## src/rtl/axi_req_arbiter_pkg.sv

```systemverilog
// Shared encodings for the IF/MEM request arbiter in front of the AXI master.
// State, grant and default-ID definitions; no logic.
package axi_req_arbiter_pkg;

    typedef enum logic [1:0] {
        ARB_IDLE = 2'd0,
        ARB_REQ  = 2'd1,
        ARB_DONE = 2'd2
    } arb_state_t;

    typedef enum logic [1:0] {
        GNT_NONE = 2'd0,
        GNT_IF   = 2'd1,
        GNT_MEM  = 2'd2
    } gnt_t;

    localparam logic [3:0] DEF_IF_ID  = 4'd0;
    localparam logic [3:0] DEF_MEM_ID = 4'd1;

    // Request/grant vector bit positions and pointer encoding (last winner).
    localparam int   REQ_IF  = 0;
    localparam int   REQ_MEM = 1;
    localparam logic RR_IF   = 1'b0;

endpackage

```

## src/rtl/axi_req_arbiter_arb_pick.sv

```systemverilog
// Combinational two-way picker: one-hot grant from requests and last-winner pointer.
// On a tie the requester that did not win last is chosen; a pointer pinned to IF gives MEM priority.
module arb_pick
    import axi_req_arbiter_pkg::*;
(
    input  logic [1:0] reqs,
    input  logic       pointer,
    output logic [1:0] gnt
);

    always_comb begin
        gnt = reqs;
        if (reqs == 2'b11) begin
            gnt = (pointer == RR_IF) ? 2'b10 : 2'b01;
        end
    end

endmodule

```

## src/rtl/axi_req_arbiter.sv

```systemverilog
// Arbitrates IF/MEM onto the AXI master cpu port (IDLE->REQ->DONE); ack at t+2+N for N stalled REQ cycles.
// Requests are held until ack; master stall holds REQ. Macro ARB_ROUND_ROBIN_EN selects round-robin ties.
module axi_req_arbiter
    import axi_req_arbiter_pkg::*;
#(
    parameter int         ADDR_W = 32,
    parameter int         DATA_W = 32,
    parameter logic [3:0] IF_ID  = DEF_IF_ID,
    parameter logic [3:0] MEM_ID = DEF_MEM_ID
) (
    input  logic              aclk,
    input  logic              areset,
    input  logic              if_req_i,
    input  logic [ADDR_W-1:0] if_addr_i,
    input  logic              if_flush_i,
    output logic [DATA_W-1:0] if_rdata_o,
    output logic              if_ack_o,
    input  logic              mem_req_i,
    input  logic              mem_we_i,
    input  logic [3:0]        mem_sel_i,
    input  logic [ADDR_W-1:0] mem_addr_i,
    input  logic [DATA_W-1:0] mem_wdata_i,
    output logic [DATA_W-1:0] mem_rdata_o,
    output logic              mem_ack_o,
    output logic [ADDR_W-1:0] m_addr_o,
    output logic              m_ce_o,
    output logic [DATA_W-1:0] m_data_o,
    output logic              m_we_o,
    output logic [3:0]        m_sel_o,
    output logic [3:0]        m_id_o,
    input  logic [DATA_W-1:0] m_data_i,
    input  logic              m_stallreq_i,
    output logic              busy_o
);

    arb_state_t        state_q, state_d;
    gnt_t              gnt_q;
    logic [ADDR_W-1:0] addr_q;
    logic              we_q;
    logic [3:0]        sel_q;
    logic [DATA_W-1:0] wdata_q;
    logic [DATA_W-1:0] rdata_q;
    logic [3:0]        id_q;
    logic              discard_q;
    logic [1:0]        reqs;
    logic [1:0]        pick;
    logic              rr_ptr;
    logic              grant;
    logic              done;

    // A flush in IDLE kills the IF request for that cycle only.
    assign reqs = {mem_req_i, if_req_i & ~if_flush_i};

`ifdef ARB_ROUND_ROBIN_EN
    logic rr_q;

    always_ff @(posedge aclk or posedge areset) begin
        if (areset) begin
            rr_q <= RR_IF;
        end else if (grant) begin
            rr_q <= pick[REQ_MEM];
        end
    end

    assign rr_ptr = rr_q;
`else
    assign rr_ptr = RR_IF;
`endif

    arb_pick u_pick (
        .reqs    (reqs),
        .pointer (rr_ptr),
        .gnt     (pick)
    );

    always_ff @(posedge aclk or posedge areset) begin
        if (areset) begin
            state_q <= ARB_IDLE;
        end else begin
            state_q <= state_d;
        end
    end

    always_comb begin
        state_d = state_q;
        grant   = 1'b0;
        done    = 1'b0;
        case (state_q)
            ARB_IDLE: begin
                if (|reqs) begin
                    grant   = 1'b1;
                    state_d = ARB_REQ;
                end
            end
            ARB_REQ: begin
                if (!m_stallreq_i) begin
                    done    = 1'b1;
                    state_d = ARB_DONE;
                end
            end
            ARB_DONE: state_d = ARB_IDLE;
            default:  state_d = ARB_IDLE;
        endcase
    end

    always_ff @(posedge aclk or posedge areset) begin
        if (areset) begin
            gnt_q     <= GNT_NONE;
            addr_q    <= '0;
            we_q      <= 1'b0;
            sel_q     <= 4'h0;
            wdata_q   <= '0;
            id_q      <= 4'h0;
            rdata_q   <= '0;
            discard_q <= 1'b0;
        end else begin
            case (state_q)
                ARB_IDLE: begin
                    discard_q <= 1'b0;
                    if (grant && pick[REQ_MEM]) begin
                        gnt_q   <= GNT_MEM;
                        addr_q  <= mem_addr_i;
                        we_q    <= mem_we_i;
                        sel_q   <= mem_sel_i;
                        wdata_q <= mem_wdata_i;
                        id_q    <= MEM_ID;
                    end else if (grant && pick[REQ_IF]) begin
                        gnt_q   <= GNT_IF;
                        addr_q  <= if_addr_i;
                        we_q    <= 1'b0;
                        sel_q   <= 4'hF;
                        wdata_q <= '0;
                        id_q    <= IF_ID;
                    end
                end
                ARB_REQ: begin
                    // The AXI burst cannot be aborted, so a flush only suppresses the ack.
                    if (gnt_q == GNT_IF && if_flush_i) begin
                        discard_q <= 1'b1;
                    end
                    if (done) begin
                        rdata_q <= m_data_i;
                    end
                end
                ARB_DONE: gnt_q <= GNT_NONE;
                default:  gnt_q <= GNT_NONE;
            endcase
        end
    end

    assign m_ce_o      = (state_q == ARB_REQ);
    assign m_addr_o    = addr_q;
    assign m_data_o    = wdata_q;
    assign m_we_o      = we_q;
    assign m_sel_o     = sel_q;
    assign m_id_o      = id_q;
    assign busy_o      = (state_q != ARB_IDLE);
    assign if_rdata_o  = rdata_q;
    assign mem_rdata_o = rdata_q;
    assign if_ack_o    = (state_q == ARB_DONE) && (gnt_q == GNT_IF) && !discard_q;
    assign mem_ack_o   = (state_q == ARB_DONE) && (gnt_q == GNT_MEM);

endmodule
```

## config.mk

```make
export PLATFORM = sky130hd
export DESIGN_NAME = axi_req_arbiter
export DESIGN_NICKNAME = d
export VERILOG_FILES = /design/src/rtl/axi_req_arbiter_pkg.sv /design/src/rtl/axi_req_arbiter_arb_pick.sv /design/src/rtl/axi_req_arbiter.sv
export SDC_FILE = /design/constraint.sdc
export NUM_CORES = 1
export LEC_CHECK = 0
export CORE_MARGIN = 2
export CORE_UTILIZATION = 39
export CTS_BUF_LIST = sky130_fd_sc_hd__clkbuf_8
export DETAILED_ROUTE_END_ITERATION = 12
export GPL_TIMING_DRIVEN = 0
export PLACE_DENSITY = 0.9
export SLEW_MARGIN = 20
export SYNTH_ARGS = -nofsm -noshare
export SYNTH_HDL_FRONTEND = slang
export SYNTH_HIERARCHICAL = 1
export SYNTH_SLANG_ARGS = --single-unit
```

## constraint.sdc

```tcl
create_clock -name aclk -period 3.68 [get_ports aclk]
set_clock_uncertainty 0.05 [all_clocks]
set_input_delay 0.552 -clock aclk [delete_from_list [all_inputs] [get_ports aclk]]
set_output_delay 0.552 -clock aclk [all_outputs]
set_load 0.05 [all_outputs]
```

==> results.md <==
- The number of warnings reported in the yosys synthesis log is 6.
- Post-CTS repair changed the size of 0 cells.
- The total setup buffers inserted after CTS is 0.
- The clock transition at the register clock pins on the worst setup and hold paths after CTS is 0.09 ns.
- Yosys attributes the largest share of cell area to dfrtp_1 56%, mux2_4 9.1%, o22ai_1 7.3%.
- Before CTS, the worst setup slack after placement is 0.651 ns.
- The first global-routing pass estimated roughly 23 mm of wire.
- The total number of nets in the final design is between 700 and 800.
- The static leakage is between 0.003 and 0.004 µW.
- The floorplan step set the die width to ~110 µm.
- Max-cap violations in this run came to 0.
- The switching power total is ~4500 µW.
- The number of top-level design ports is 280.
- Across all layers, the routed design uses 4,195 vias.
- The total count of max-transition violations in the final report is 0.
- The worst endpoint data arrival time is 2.93 ns.
- The detailed-route DRC error count is 0.
- The clock share of power is 0.097.
- The mean cell area of the mapped netlist is about 13 µm².
- Derived from the worst setup path, the maximum achievable clock frequency is around 370 MHz.
- Of the total power, combinational logic draws 0.659.
- The count of hold buffers inserted by post-cts repair is 0.
- Counting instances in the post-synthesis netlist gives the leading cell types as 107 x dfrtp_1, 56 x o22ai_1, 35 x buf_4.
- The detailed router finished its first iteration with approximately 220 violations.
- The via count of the first global-routing pass is ~4.4k.
- For this run, global-route usage on met3 was measured as 0.0577.
- After detailed routing, the average wire length per cell comes to 19.0 µm.
- The most area-hungry cell type in the Yosys netlist is dfrtp_1.
- At the end of the flow the core is filled with cells to 0.670.
- The worst slew margin relative to its limit is 0.427.
- The standard-cell row count is 40.
- After floorplanning, the core was sized to cover between 10,000 and 15,000 µm².
- The smallest setup slack after layout is around 0.99 ns.
- The worst-case IR drop observed on VDD is ~730 µV.
- The total track usage is 0.227.
- The via density per instance is 5.19.
- The layout has between 800 and 900 filler cells.
- For this run, the leading register cell type out of synthesis is dfrtp_1.
- The routability congestion estimate from global placement is 0.808.
- The deepest clock path buffer count is 2.
- After synthesis the cells add up to between 4000 and 5000 µm².
- The share of total power consumed by net switching is 0.499.
- The final count of hold timing violations came to 0.
- The pre-antenna-repair detailed-routing pass consisted of 4 iterations.
- The class of the most critical hold timing path is reg2reg.
- Of the synthesized area, sequential elements account for 0.562.
- In the synthesized netlist the async set-or-reset flop fraction comes to 1.00.
- The total negative slack is 0 ns.
- The power per unit of standard cell area is around 1100 nW/µm².
- The run finished with clean final reports.
- The pin count of the biggest net entering global routing is 57.
- Setup repair after global routing left no endpoint under its margin.
- The H-tree was split into 3 levels.
- The met2 track demand over resource is 0.398.
- The maximum fanout count along the critical path is 10.
- The register share of total power is 0.245.
- The worst setup path is of the in2reg kind.
- The die is 115 µm tall.
- The TritonCTS clock tree is done.
- The number of synthesized flops with an enable pin is 0.
- The routing usage on met1 is 0.263.
- STA puts the critical path data required time at roughly 3.9 ns.
- The fraction of post-synthesis cell area in the top cell type by area is 0.562.
- The remaining antenna violation count is 0.
- In this run the clock root is driven by a clkbuf_8.
- The worst hold slack after final layout is about 0.46 ns.
- The layer flagged by global routing as most heavily used is met2.
- The share of post-route cells with drive strength above 1 is 0.175.
- Port buffering added 276 buffers.
- Synthesis inferred approximately 110 register bits.
- The latest clock arrival within the worst-skew pair is between 0.3 and 0.4 ns.
- The sink count of the clock tree is ~110.
- The number of CTS-inserted buffers is 9.
- Setup violations remaining at the end of the flow were counted as 0.
- The routed design could run at a clock period as short as 2.69 ns.
- The nature of the critical path endpoint is a register.
- The count of distinct cell types in the synthesized netlist is 33.
- The number of antenna violations at the first check in global routing is 0.
- The initial utilization of the core area, before any placement, comes to 0.399.
- Internal power comes to approximately 4500 µW.
- 0 antenna diodes ended up in the layout.
- At the pin with the least slew margin, the transition time is between 0.8 and 0.9 ns.
- The half-perimeter wire length after placement is approximately 12 mm.
- After detailed routing, the total wire length is 15.3 mm.
- The design draws 9070 µW.
- Dividing the final minimum period by the clock period gives 0.730.
- The type of origin of the critical path is a primary input.
- The cell with the most instances after synthesis is dfrtp_1.
- The area growth from synthesis to layout is 68.1%.
- Global routing finished with a remaining overflow of 0.
- The full die area is about 13,000 µm².
- Counting every instance in the synthesized netlist gives between 300 and 400.
## state kept, by name, indices dropped and copies added, names as in the netlist
| register | cells |
|---|---|
| discard_q | 1 |
| gnt_q | 2 |
| if_rdata_o | 32 |
| m_addr_o | 32 |
| m_data_o | 32 |
| m_id_o | 1 |
| m_sel_o | 4 |
| m_we_o | 1 |
| state_q | 2 |
## kinds of logic after synthesis
group,synth area share
compound gates,0.206
flops,0.562
buf+inv,0.105
mux,0.0984
simple gates,0.0283
other cells,0.000787
## cell type report
cell class                 instances  area [µm²]  area share
tap                              147         184      0.0230
sequential                       107        2680       0.334
timing repair buffer             277        2790       0.348
inverter                           4        20.0     0.00250
buffer                            62         487      0.0608
clock inverter                     6         113      0.0141
clock buffer                      10         138      0.0172
multi-input combinational        195        1600       0.200
## cells in the final DEF, fill, tap and decap left out, types with 5 or more instances in the layout
master	Yosys	final
clkdlybuf4s50_1	0	276
dfrtp_1	107	107
o22ai_1	56	56
buf_4	35	35
a22o_1	33	33
mux2_4	29	29
a21oi_1	29	29
buf_2	11	11
clkbuf_8	0	10
buf_6	8	8
nor2_1	5	5
clkbuf_1	5	5
nand2_1	5	5
conb_1	1	5
## path summary, 6_finish.rpt
kind                       startpoint             to  slack (ns)  cells past startpoint
hold / removal              discard_q      discard_q        0.46                      2
hold reg to reg             discard_q      discard_q        0.46                      2
min in group asynchronous      areset  if_rdata_o[7]        0.54                      2
setup reg to reg           state_q[1]    m_addr_o[7]        1.97                      5
setup / recovery            mem_req_i    m_addr_o[6]        0.99                      6
max in group asynchronous      areset      m_id_o[0]        2.41                      3
## worst max-delay path, stage by stage
cell	delay (ns)
clkdlybuf4s50_1	0.66
a21boi_0	0.74
inv_1	0.19
clkbuf_1	0.30
clkbuf_1	0.29
a21oi_1	0.20
## stage by stage
stage	instance area, µm²	cells
2_1_floorplan	4780	368
3_3_place_gp	7730	791
3_5_place_dp	7760	792
4_1_cts	8010	808
5_1_grt	8010	808
6_report	8010	808
## per-layer routing
metal,share of wire,vias to the layer above
met4,0.025,0
met1,0.39,2039
met5,0,-
li1,-,1910
met2,0.51,219
met3,0.075,27
## power groups by stage
stage / clock, µW / sequential [µW] / combinational, µW
CTS: 898 / 2210 / 6010
finish: 877 / 2220 / 5970
global placement: 0 / 2180 / 5880
detailed placement: 0 / 2220 / 5990
floorplan: 0 / 4060 / 2130
global route: 944 / 2300 / 6190
No activity file was read; power rests on OpenSTA's default activity.
